==> config.mk <==
export PLATFORM = sky130hd
export DESIGN_NAME = uart_tx_frame
export DESIGN_NICKNAME = d
export VERILOG_FILES = /design/src/rtl/uart_tx_frame.sv
export SDC_FILE = /design/constraint.sdc
export NUM_CORES = 1
export LEC_CHECK = 0
export ABC_CLOCK_PERIOD_IN_PS = 2600
export BUFFER_PORTS_ARGS = -buffer_cell sky130_fd_sc_hd__clkbuf_2
export CORE_AREA = 2 2 52 102
export CTS_BUF_LIST = sky130_fd_sc_hd__clkbuf_8 sky130_fd_sc_hd__clkbuf_16
export CTS_CLUSTER_DIAMETER = 80
export CTS_CLUSTER_SIZE = 30
export DETAILED_ROUTE_END_ITERATION = 12
export DIE_AREA = 0 0 54 104
export GPL_TIMING_DRIVEN = 0
export PLACE_DENSITY = 0.88
export SYNTH_ARGS = -nofsm -noshare
export SYNTH_HDL_FRONTEND = slang
export SYNTH_SLANG_ARGS = --single-unit
==> constraint.sdc <==
create_clock -name clk_50m -period 2.6 [get_ports clk_50m]
set_input_delay 0.52 -clock clk_50m [delete_from_list [all_inputs] [get_ports clk_50m]]
set_output_delay 0.52 -clock clk_50m [all_outputs]
set_load 0.02 [all_outputs]
==> src/rtl/uart_tx_frame.sv <==
// rtl/uart_tx_frame.sv - 4-byte 8N1 UART frame transmitter with shadow register
// Sends DataTX_1..DataTX_4 LSB first, back to back, on each rising edge of EnTxData.
module uart_tx_frame #(
  parameter int CLKS_PER_BIT = 434
) (
  input  logic       clk_50m,
  input  logic       rst,
  input  logic [7:0] DataTX_1,
  input  logic [7:0] DataTX_2,
  input  logic [7:0] DataTX_3,
  input  logic [7:0] DataTX_4,
  input  logic       EnTxData,
  output logic       TXD,
  output logic       tx_busy,
  output logic       tx_done,
  output logic       frame_drop
);

  localparam int CNT_W = $clog2(CLKS_PER_BIT);
  localparam logic [CNT_W-1:0] BAUD_LAST = CNT_W'(CLKS_PER_BIT - 1);

  typedef enum logic [1:0] {IDLE, START, DATA, STOP} state_t;

  state_t            state_q, state_d;
  logic              en_q;
  logic [31:0]       shadow_q, shadow_d;
  logic [1:0]        byte_idx_q, byte_idx_d;
  logic [2:0]        bit_idx_q, bit_idx_d;
  logic [CNT_W-1:0]  baud_cnt_q, baud_cnt_d;
  logic              txd_q, txd_d;
  logic              busy_q, busy_d;
  logic              done_q, done_d;
  logic              drop_q, drop_d;
  logic              trigger;
  logic              baud_wrap;

  assign trigger   = EnTxData & ~en_q;
  assign baud_wrap = (baud_cnt_q == BAUD_LAST);

  always_ff @(posedge clk_50m or posedge rst) begin
    if (rst) begin
      state_q    <= IDLE;
      en_q       <= 1'b0;
      shadow_q   <= '0;
      byte_idx_q <= '0;
      bit_idx_q  <= '0;
      baud_cnt_q <= '0;
      txd_q      <= 1'b1;
      busy_q     <= 1'b0;
      done_q     <= 1'b0;
      drop_q     <= 1'b0;
    end else begin
      state_q    <= state_d;
      en_q       <= EnTxData;
      shadow_q   <= shadow_d;
      byte_idx_q <= byte_idx_d;
      bit_idx_q  <= bit_idx_d;
      baud_cnt_q <= baud_cnt_d;
      txd_q      <= txd_d;
      busy_q     <= busy_d;
      done_q     <= done_d;
      drop_q     <= drop_d;
    end
  end

  always_comb begin
    state_d    = state_q;
    shadow_d   = shadow_q;
    byte_idx_d = byte_idx_q;
    bit_idx_d  = bit_idx_q;
    baud_cnt_d = baud_wrap ? '0 : baud_cnt_q + 1'b1;
    done_d     = 1'b0;
    drop_d     = 1'b0;
    txd_d      = 1'b1;

    case (state_q)
      IDLE: begin
        baud_cnt_d = '0;
        if (trigger) begin
          shadow_d   = {DataTX_4, DataTX_3, DataTX_2, DataTX_1};
          byte_idx_d = '0;
          bit_idx_d  = '0;
          state_d    = START;
        end
      end
      START: begin
        if (baud_wrap) state_d = DATA;
      end
      DATA: begin
        if (baud_wrap) begin
          bit_idx_d = bit_idx_q + 3'd1;
          if (bit_idx_q == 3'd7) state_d = STOP;
        end
      end
      STOP: begin
        if (baud_wrap) begin
          if (byte_idx_q == 2'd3) begin
            state_d = IDLE;
            done_d  = 1'b1;
          end else begin
            byte_idx_d = byte_idx_q + 2'd1;
            state_d    = START;
          end
        end
      end
      default: state_d = IDLE;
    endcase

    // A request edge while a frame is in flight is reported and discarded.
    if (trigger && state_q != IDLE) drop_d = 1'b1;

    // Outputs are computed from the next state so they are registered yet aligned.
    busy_d = (state_d != IDLE);
    case (state_d)
      START:   txd_d = 1'b0;
      DATA:    txd_d = shadow_d[{byte_idx_d, bit_idx_d}];
      default: txd_d = 1'b1;
    endcase
  end

  assign TXD        = txd_q;
  assign tx_busy    = busy_q;
  assign tx_done    = done_q;
  assign frame_drop = drop_q;

endmodule

==> results.md <==
- Setup violators final: 0
- Global routing met2 resource utilization: 37.6%
- CTS Hold Bufs: 0
- Post-DP HPWL: 4.03 mm
- Clk buf depth: 2
- Design Power: 1.45 mW
- Post-synthesis adder-cell area fraction: 3.75%
- GRT busiest layer: met2
- Met3 Usage GRT: 5.03%
- Core Util, Final: 68.0%
- Post-synthesis mux area share: 21.4%
- Syn. warnings: 0
- Hold_ws: 0.204 ns
- Top post-synthesis cells by area: dfrtp_1 49%, mux2_2 13%, mux2i_1 7.5%
- Startpoint Class: register
- Avg Vias per Cell: 5.63
- CP endpoint kind: register
- Worst Hold Class: in -> async
- Critical path class: reg -> reg
- Number of synthesized register bits: 53
- Router iterations before antenna repair: 4
- Reg2reg path depth: 11
- Core area: 4860 sq um
- CP max stage cell: dfrtp_1
- Final Hold Fails: 0
- Top-area cell type share of the netlist area: 48.7%
- Total GRT Usage: 21.7%
- Number of port buffers: 38
- Mapped Area: 2670 sq um
- WL per Instance: 17.6 microns
- Leading cell types by count after synthesis: 52 x dfrtp_1, 32 x mux2_2, 21 x nor2_1
- Syn Nets: 264
- Vias: 1932
- Relative slew margins: 64.1%
- Rows: 36
- Diode count: 0
- Final WL: 6.04 mm
- FF-to-FF Start: state_q[1]$_DFF_PP0_
- Post-Synth XOR/XNOR Area: 1.97%
- Critical-path cell list: buf_4 -> ha_2 -> nand2b_4 -> and3_4 -> a311oi_4 -> buf_6 -> clkinvlp_4 -> nor2_2 -> o32ai_2 -> o2111a_1 -> a211oi_2
- Final worst path period need: 2.57 ns
- Die footprint: 5620 sq um
- DRT iter0 DRCs: 59
- CTS buffer count: 5
- Area leader, netlist: dfrtp_1
- Largest net degree at the start of global routing: 30
- Routability cong.: 0.838
- Fraction of layout cells with a size suffix above 1: 44.8%
- RR Endpoint: TXD$_DFF_PP1_
- H-tree depth: 2
- Residual DRC: 0
- Cell area power density: 440 nW/um^2
- Worst skew pair latency: 0.33 ns
- Chip height: 104 microns
- Synth Area in Simple Gates: 11.5%
- Max-cap violations: 0
- Clock root buffer: clkbuf_8
- Global Route met1 Usage: 21.7%
- Largest family of logic cells by synthesized area: multiplexers
- Clock net sink count: 53
- Family with the most delay on the worst path: compound AO/OA/AOI/OAI gates
- Synth unique cells: 43
- Worst-path fanout max: 8
- Fraction of registers with async set/reset: 100%
- Mapped Cells: 221
- CP arrival: 2.81 ns
- Antenna Nets Post-Route: 0
- Count leader, synth: dfrtp_1
- Required @ worst endpoint: 2.84 ns
- Critical path's largest stage delay: 0.42 ns
- Area Overhead vs Synth: 23.7%
- R2r setup slk: 0.03 ns
- Mean Syn Cell Area: 12.1 sq um
- Vias in the first global route: 1940
- Fin crit share: 98.7%
- Fin nets: 328
- Initial antenna violation count: 0
- Clock Skews: 0.00769 ns
- Slew Viols, Final: 0
- Clock slew at reported path FFs: 0.10 ns
- Post-synth top flop: dfrtp_1
- CTS tree: done
- First-pass GRT wire length: 8.72 mm
- Gr ovfl total: 0
- Initial Util: 54.9%
- CP bufs+invs: 3
- Chip width: 54 microns
- Sequential element share of the synthesized area: 49.7%
- Ports: 39
- EDFF count, synth: 0
- Actual slew at the worst max-slew pin: 0.538 ns
- Leak: 1.63 nW
- Fillers: 355
- IR Drop Worst-Case VDD: 0.502 mV
- Achievable Freq: 0.390 GHz
- Status: finished, final reports clean
- Synth Area in Compound Gates: 7.63%
-- cell type report --
| class | instances | area, sq um | area share [%] |
|---|---|---|---|
| repair buffers | 56 | 354 | 10.7 |
| multi-input cells | 147 | 1310 | 39.7 |
| inverters | 14 | 55.1 | 1.67 |
| well taps | 57 | 71.3 | 2.16 |
| clock inverters | 3 | 43.8 | 1.32 |
| clock buffers | 5 | 68.8 | 2.08 |
| repair inverters | 1 | 7.51 | 0.227 |
| plain buffers | 7 | 66.3 | 2.01 |
| flip-flops and latches | 53 | 1330 | 40.2 |
-- power by group --
group | internal (mW) | leakage, nW | total [mW] | switching (mW)
clock | 0.289 | 0.0585 | 0.578 | 0.289
sequential | 0.825 | 0.698 | 0.826 | 0.000524
combinational | 0.0231 | 0.870 | 0.0495 | 0.0264
-- what timing repair did --
action	CTS	global route
gates resized for setup	3	20
pin swaps	1	6
setup endpoints to repair	1	1
gates cloned	0	1
setup buffers	2	15
-- sequential cells by signal (all words and copies together), names as in the netlist --
name / cells
TXD: 1
baud_cnt_q: 9
tx_busy: 1
en_q: 1
bit_idx_q: 3
state_q: 2
frame_drop: 1
tx_done: 1
shadow_q: 32
byte_idx_q: 2
-- kinds of logic after synthesis --
family	after synthesis
xor gates and xnor gates	6
DFF	53
and+or+nand+nor	55
muxes	53
AOI/OAI and AO/OA	25
buffers and inverters	21
adders and majority gates	8
-- layer usage --
layer,part of all wire (%),wire length [microns]
met2,58,3490
met5,0,0
met1,34,2060
met4,3.6,218
met3,4.3,260
-- worst max path at each step --
stage	endpoint	slack, ns	from	depth (start not counted)
final	TXD$_DFF_PP1_	0.03	state_q[1]$_DFF_PP0_	11
after detailed placement	TXD$_DFF_PP1_	-0.20	state_q[0]$_DFF_PP0_	11
after global placement	TXD$_DFF_PP1_	-0.17	state_q[0]$_DFF_PP0_	11
after CTS	TXD$_DFF_PP1_	0.007	state_q[1]$_DFF_PP0_	13
after global routing	TXD$_DFF_PP1_	-0.08	baud_cnt_q[1]$_DFF_PP0_	10
after floorplan	TXD$_DFF_PP1_	0.25	state_q[0]$_DFF_PP0_	11
-- through the flow --
step / TNS (ns) / instance area [sq um] / setup WS [ns] / instances
after floorplan: 0 / 2670 / 0.246 / 221
after CTS: 0 / 3100 / 0.00677 / 327
final: 0 / 3310 / 0.0340 / 343
after global routing: -0.0834 / 3310 / -0.0834 / 343
after detailed placement: -0.200 / 2950 / -0.200 / 317
after global placement: -0.175 / 2930 / -0.175 / 316
-- worst register-to-register path, delay by kind of cell (launching register included) --
kind,cells,cell delay [ns]
AO/OA/AOI/OAI,4,0.87
AND/OR/NAND/NOR,3,0.46
buffers and inverters,3,0.43
flip-flops,1,0.42
adder cells (fa/ha/maj),1,0.31
-- layout by cell type (no fill, tap or decap), types with 2 or more instances in the layout --
| cell type | n |
|---|---|
| clkbuf_4 | 2 |
| and3_4 | 2 |
| mux2i_1 | 18 |
| o21ai_0 | 2 |
| buf_4 | 15 |
| nor2_1 | 17 |
| buf_12 | 3 |
| xor2_1 | 3 |
| ha_1 | 7 |
| clkbuf_2 | 38 |
| nand4b_1 | 2 |
| o2111a_1 | 2 |
| buf_6 | 3 |
| clkbuf_8 | 5 |
| nand3_1 | 5 |
| dfrtp_1 | 52 |
| mux2_2 | 32 |
| inv_2 | 2 |
| o32ai_2 | 4 |
| a21oi_1 | 7 |
| nor2_4 | 2 |
| nand2b_1 | 3 |
| inv_1 | 11 |
| mux2i_2 | 2 |
| nand2_1 | 11 |
| nor2_2 | 3 |
| xnor2_1 | 3 |
Note: power is estimated with default switching activity, not from simulation.
